**src/rtl/dm_port_arbiter.sv**
```systemverilog
// dm_port_arbiter: shares one word-organised data memory between the CPU
// MEM stage (port 0, priority) and the loader/debug master (port 1).
// Byte-enabled writes become read-merge-write of the whole word in a single
// ACCESS cycle, using the memory's combinational read data.
//
// Ports:
//   clk, reset         clock, synchronous active-high reset
//   pN_req/we/be       request, write strobe, byte-lane enables (N = 0, 1)
//   pN_addr/wdata/pc   byte address, lane-aligned write data, PC trace tag
//   pN_ack/rdata/err   one-cycle completion pulse, read word, out-of-range
//   mem_we/addr/wdata  memory write strobe, byte address, merged word
//   mem_pc             PC tag for the memory write trace
//   mem_rdata          combinational memory read data at mem_addr
module dm_port_arbiter #(
    parameter int unsigned DM_WORDS = 4096,
    parameter int unsigned MAX_WAIT = 4
) (
    input  logic        clk,
    input  logic        reset,

    input  logic        p0_req,
    input  logic        p0_we,
    input  logic [3:0]  p0_be,
    input  logic [31:0] p0_addr,
    input  logic [31:0] p0_wdata,
    input  logic [31:0] p0_pc,
    output logic        p0_ack,
    output logic [31:0] p0_rdata,
    output logic        p0_err,

    input  logic        p1_req,
    input  logic        p1_we,
    input  logic [3:0]  p1_be,
    input  logic [31:0] p1_addr,
    input  logic [31:0] p1_wdata,
    input  logic [31:0] p1_pc,
    output logic        p1_ack,
    output logic [31:0] p1_rdata,
    output logic        p1_err,

    output logic        mem_we,
    output logic [31:0] mem_addr,
    output logic [31:0] mem_wdata,
    output logic [31:0] mem_pc,
    input  logic [31:0] mem_rdata
);

    localparam int unsigned WCW   = (MAX_WAIT < 1) ? 1 : $clog2(MAX_WAIT + 1);
    localparam int unsigned LANES = 4;

    typedef enum logic [1:0] {
        IDLE   = 2'd0,
        ACCESS = 2'd1,
        ACK    = 2'd2
    } state_t;

    state_t           state_q, state_d;
    logic             sel_q, sel_d;
    logic             we_q, we_d;
    logic [3:0]       be_q, be_d;
    logic [31:0]      addr_q, addr_d;
    logic [31:0]      wdata_q, wdata_d;
    logic [31:0]      pc_q, pc_d;
    logic [WCW-1:0]   wait_q, wait_d;

    logic             p0_ack_d, p0_err_d, p1_ack_d, p1_err_d;
    logic [31:0]      p0_rdata_d, p1_rdata_d;

    logic             p1_win;
    logic             in_range;
    logic [31:0]      rd_word;
    logic [31:0]      merged;

    // Word index of the latched address must fall inside the array.
    assign in_range = (addr_q[31:2] < 30'(DM_WORDS));
    assign rd_word  = in_range ? mem_rdata : 32'd0;

    // Port 1 wins when port 0 is absent or port 1 has waited long enough.
    assign p1_win = p1_req && (!p0_req || (wait_q >= WCW'(MAX_WAIT)));

    // Lane merge of new write data over the current memory word.
    always_comb begin
        merged = mem_rdata;
        for (int i = 0; i < int'(LANES); i++) begin
            if (be_q[i]) begin
                merged[8*i +: 8] = wdata_q[8*i +: 8];
            end
        end
    end

    // Next-state, request latch, starvation counter and response logic.
    always_comb begin
        state_d    = state_q;
        sel_d      = sel_q;
        we_d       = we_q;
        be_d       = be_q;
        addr_d     = addr_q;
        wdata_d    = wdata_q;
        pc_d       = pc_q;
        wait_d     = wait_q;
        p0_ack_d   = 1'b0;
        p0_err_d   = 1'b0;
        p0_rdata_d = 32'd0;
        p1_ack_d   = 1'b0;
        p1_err_d   = 1'b0;
        p1_rdata_d = 32'd0;

        case (state_q)
            IDLE: begin
                if (p0_req || p1_req) begin
                    state_d = ACCESS;
                    sel_d   = p1_win;
                    if (p1_win) begin
                        we_d    = p1_we;
                        be_d    = p1_be;
                        addr_d  = p1_addr;
                        wdata_d = p1_wdata;
                        pc_d    = p1_pc;
                        wait_d  = '0;
                    end else begin
                        we_d    = p0_we;
                        be_d    = p0_be;
                        addr_d  = p0_addr;
                        wdata_d = p0_wdata;
                        pc_d    = p0_pc;
                        // Port 1 lost this decision: age it, saturating.
                        if (p1_req && (wait_q < WCW'(MAX_WAIT))) begin
                            wait_d = wait_q + WCW'(1);
                        end
                    end
                end
            end

            ACCESS: begin
                state_d = ACK;
                if (!sel_q) begin
                    p0_ack_d   = 1'b1;
                    p0_err_d   = !in_range;
                    p0_rdata_d = rd_word;
                end else begin
                    p1_ack_d   = 1'b1;
                    p1_err_d   = !in_range;
                    p1_rdata_d = rd_word;
                end
            end

            ACK: begin
                state_d = IDLE;
            end

            default: begin
                state_d = IDLE;
            end
        endcase
    end

    // State and response registers; reset aborts any access in flight.
    always_ff @(posedge clk) begin
        if (reset) begin
            state_q  <= IDLE;
            sel_q    <= 1'b0;
            we_q     <= 1'b0;
            be_q     <= 4'd0;
            addr_q   <= 32'd0;
            wdata_q  <= 32'd0;
            pc_q     <= 32'd0;
            wait_q   <= '0;
            p0_ack   <= 1'b0;
            p0_err   <= 1'b0;
            p0_rdata <= 32'd0;
            p1_ack   <= 1'b0;
            p1_err   <= 1'b0;
            p1_rdata <= 32'd0;
        end else begin
            state_q  <= state_d;
            sel_q    <= sel_d;
            we_q     <= we_d;
            be_q     <= be_d;
            addr_q   <= addr_d;
            wdata_q  <= wdata_d;
            pc_q     <= pc_d;
            wait_q   <= wait_d;
            p0_ack   <= p0_ack_d;
            p0_err   <= p0_err_d;
            p0_rdata <= p0_rdata_d;
            p1_ack   <= p1_ack_d;
            p1_err   <= p1_err_d;
            p1_rdata <= p1_rdata_d;
        end
    end

    // Memory drive: only during ACCESS, and never in a reset cycle, since the
    // memory commits mem_wdata on the same edge that the reset takes effect.
    always_comb begin
        mem_we    = 1'b0;
        mem_addr  = 32'd0;
        mem_wdata = 32'd0;
        mem_pc    = 32'd0;
        if ((state_q == ACCESS) && !reset) begin
            mem_we    = we_q && in_range && (be_q != 4'd0);
            mem_addr  = addr_q;
            mem_wdata = merged;
            mem_pc    = pc_q;
        end
    end

endmodule

```
**config.mk**
```make
export PLATFORM = sky130hd
export DESIGN_NAME = dm_port_arbiter
export DESIGN_NICKNAME = d
export VERILOG_FILES = /design/src/rtl/dm_port_arbiter.sv
export SDC_FILE = /design/constraint.sdc
export NUM_CORES = 1
export LEC_CHECK = 0
export ABC_AREA = 1
export BUFFER_PORTS_ARGS = -buffer_cell sky130_fd_sc_hd__buf_2
export CORE_AREA = 2 2 158 160
export DETAILED_ROUTE_END_ITERATION = 12
export DIE_AREA = 0 0 160 162
export REMOVE_ABC_BUFFERS = 1
export SETUP_SLACK_MARGIN = 0.5
export SLEW_MARGIN = 20
export SYNTH_ARGS = -nofsm -noshare
export SYNTH_HDL_FRONTEND = slang
export SYNTH_SLANG_ARGS = --single-unit
export TNS_END_PERCENT = 30
```
**constraint.sdc**
```tcl
create_clock -name clk -period 1.4 [get_ports clk]
set_clock_uncertainty 0.05 [all_clocks]
set_input_delay 0 -clock clk [delete_from_list [all_inputs] [get_ports clk]]
set_output_delay 0 -clock clk [all_outputs]
set_load 0.02 [all_outputs]
```
==> flow_summary.toml <==
[layout]
final_net_count = 2258
n_fill_cell = 1891
multi_input_comb_area_sq_mm = 0.00429
areaGrowthSynthToFinish_pct = 93.3
fin_cells = 2358
layout-drive-gt1-share_pct = 33.7
register_cell_area_after_layout_sq_mm = 0.00352

[synthesis]
synth_top_area_share_pct = 42.1
count_of_flip_flops_with_a_built_in_enable_after_synthesis = 0
post_synthesis_instance_total = 1342
ys_ff_latch = 175
postSynth.topFlopCell = "dfxtp_1"
yosys-top-cells-area = "dfxtp_1 (42%), nor2_1 (20%), nand2_1 (12%), inv_1 (7.7%), o21ai_0 (5.5%)"
share_of_flip_flops_with_an_asynchronous_set_or_reset_after_synthesis_pct = 0
synthesis.area_per_instance_sq_um = 6.21
distinct_cells_synth = 23
total_of_warnings_raised_by_yosys = 0
yosys.area.top_type = "dfxtp_1"
synth-seq-area-share_pct = 42.1
syn_area_sq_mm = 0.00833

[worst_setup_path]
critPathLaunchType = "flop"
crit_arrival_ns = 1.77
crit_path_max_incr_delay_ns = 0.33
crit_chain = "inv_2 > nor3_4 > clkinv_4 > buf_12 > clkbuf_16 > nor2_4 > buf_6"
cpLargestDelayFamily = "buffers and inverters"
crit_path_end_kind = "primary output"
required_ns = 1.35
crit_path_top_delay_cell = "dfxtp_2"
crit_buf_inv = 5
crit_fanout = 8
criticalPathCategory = "reg -> out"

[global_route]
first_pass_grt_wire_length_um = 55100
antenna_found_initial = 3
track_usage_pct = 26.7
maximum_number_of_pins_on_one_net_before_global_route_repair = 104
grt_pass1_vias = 10800
grt_overflow_total = 0

[pwr]
power_per_cell_area_mw_per_mm2 = 906
irDropWorstVdd_v = 0.000655
power.leakage_nw = 7.75

[drt]
route.vias.total = 11200
viasPerCell = 4.76
drt-total-wl_um = 38300
detailedRoute.firstIterationViolations = 861
drtPass1Iterations = 7
antenna_violating_nets_post_route = 0
drc_errors = 0
detail_route.wl_per_cell_um = 16.3

[place]
number_of_port_buffers = 402
detailedPlacementHpwl_um = 20700
place_congestion = 0.854
dpl.cell_count = 2048

[outcome]
violations = "negative setup slack"
outcome = "finished with violations"

[floorplan]
floorplan.die.width_um = 160
pin_count = 403
die_h_um = 162
placement_rows = 57
core_area_sq_mm = 0.0241
start_util_pct = 34.5
die-area_sq_mm = 0.0259

[timing]
setup-violations-final = 262
maxClockFrequency_ghz = 0.548
period_share_pct = 130
timing_max_transition_violations_final = 0
fin_crit_ns = 1.82
holdWs_ns = 0.104
tightestPinTransition_ns = 0.440
postLayoutSetupSlackWorst_ns = -0.424
slew-limit-headroom_pct = 70.6
rsz0062_at_grt = "true"
hold_viol_final = 0

[cts]
cts-buffers-inserted = 17
insertion_delay_ns = 0.42
clk_transition_reported_paths_ns = 0.08
cts_num_sinks = 175
tritoncts = "built"
cts_root_buf = "clkbuf_16"
clockBufferDepth = 2
ctsHtreeMaxLevel = 4

[min_path]
worst_hold_path_type = "in -> reg"

[job]
drv_cap = 0
==> power by group <==
group          switching [mW]  leakage (nW)  internal (mW)
logic                    2.14          6.03           2.12
registers               0.203          1.44           5.33
clock network            2.37         0.286           2.41
==> cells in the mapped netlist (6+ instances only) <==
master / n
a21oi_1: 36
nand2_1: 276
dfxtp_1: 175
buf_2: 26
inv_2: 6
inv_1: 170
buf_6: 7
o21ai_0: 92
nand3_1: 36
o21ai_1: 10
buf_4: 25
clkbuf_1: 22
nor2_1: 446
==> flip-flops by register name, summed over array words and instances (netlist names) <==
signal    cells
p0_err        1
p0_rdata     32
we_q          1
be_q          4
state_q       2
addr_q       32
p1_err        1
p1_rdata     32
p1_ack        1
p0_ack        1
wdata_q      32
wait_q        3
sel_q         1
pc_q         32
==> layout make-up <==
type                       instances  share of cell area (%)
antenna                            2                  0.0311
clock buffer                      18                    2.67
clock inverter                    14                    1.06
inverter                         180                    4.24
multi-input combinational        906                    26.6
sequential                       175                    21.8
tap                              324                    2.52
timing repair buffer             739                    41.0
==> cells in the final DEF (no fill, tap or decap), drive strengths merged <==
| master | count |
|---|---|
| clkinv | 13 |
| dlygate4sd3 | 237 |
| buf | 490 |
| inv | 180 |
| clkinvlp | 1 |
| a21oi | 37 |
| bufbuf | 6 |
| nand4 | 1 |
| nand2 | 278 |
| o21ai | 102 |
| ha | 1 |
| diode | 2 |
| nor2 | 449 |
| clkbuf | 24 |
| dfxtp | 175 |
| nor3 | 2 |
| nand3 | 36 |
==> through the flow <==
stage | area (sq um) | power [mW] | utilization (%) | TNS (ns) | worst slack [ns]
after floorplan | 7850 | 7.06 | - | -386.61 | -3.55
after global placement | 11000 | 8.28 | 45.6 | 0 | 0.0223
after detailed placement | 11000 | 8.30 | 45.6 | 0 | 0.0149
after CTS | 15000 | 14.1 | 62.0 | -33.58 | -0.375
after global routing | 16100 | 15.2 | 66.8 | -60.79 | -0.483
final | 16100 | 14.6 | 66.8 | -42.77 | -0.424
==> repair_timing <==
action | in CTS | in global routing
pin swaps | 14 | 30
resized for setup | 185 | 264
setup endpoints to repair | 339 | 340
setup buffers | 11 | 9
cloned | 13 | 6
endpoints found under the hold margin | 171 | 0
hold buffers | 237 | 0
==> worst register-to-register path, stage by stage, from the launching register on <==
cell,delay (ns)
dfxtp_2,0.32
inv_2,0.04
a21oi_4,0.25
buf_12,0.17
buf_12,0.16
buf_8,0.15
nand2_1,0.05
nand2_1,0.08
nor2_1,0.06
nor2_1,0.13
==> per-layer routing <==
metal | track usage, % | wire length (um) | vias up
li1 | - | - | 5351
met1 | 30.9 | 14600 | 5088
met2 | 47.2 | 18800 | 654
met3 | 5.31 | 3010 | 142
met4 | 13.3 | 1900 | 0
met5 | 0 | 0 | -
==> cells by family (layout without fill, tap and decap cells) <==
group           count (synthesis)  in the layout  synth area share (%)
simple gates                  766            766                  35.5
buf+inv                       261            951                  13.9
flops                         175            175                  42.1
compound gates                139            139                  8.40
fa+ha+maj                       1              1                 0.150
other cells                     0              2                     0
==> path summary, 6_finish.rpt <==
check / from / endpoint / slack, ns / depth (start not counted)
worst max-delay path: state_q[0]$_SDFFE_PP0P_ / mem_pc[1] / -0.42 / 7
worst min-delay path: reset / wait_q[0]$_SDFFE_PP0P_ / 0.10 / 5
worst max register to register: wait_q[2]$_SDFFE_PP0P_ / pc_q[20]$_SDFFE_PP0P_ / -0.14 / 9
worst min register to register: pc_q[18]$_SDFFE_PP0P_ / pc_q[18]$_SDFFE_PP0P_ / 0.45 / 2
No activity file was read; power rests on OpenSTA's default activity.
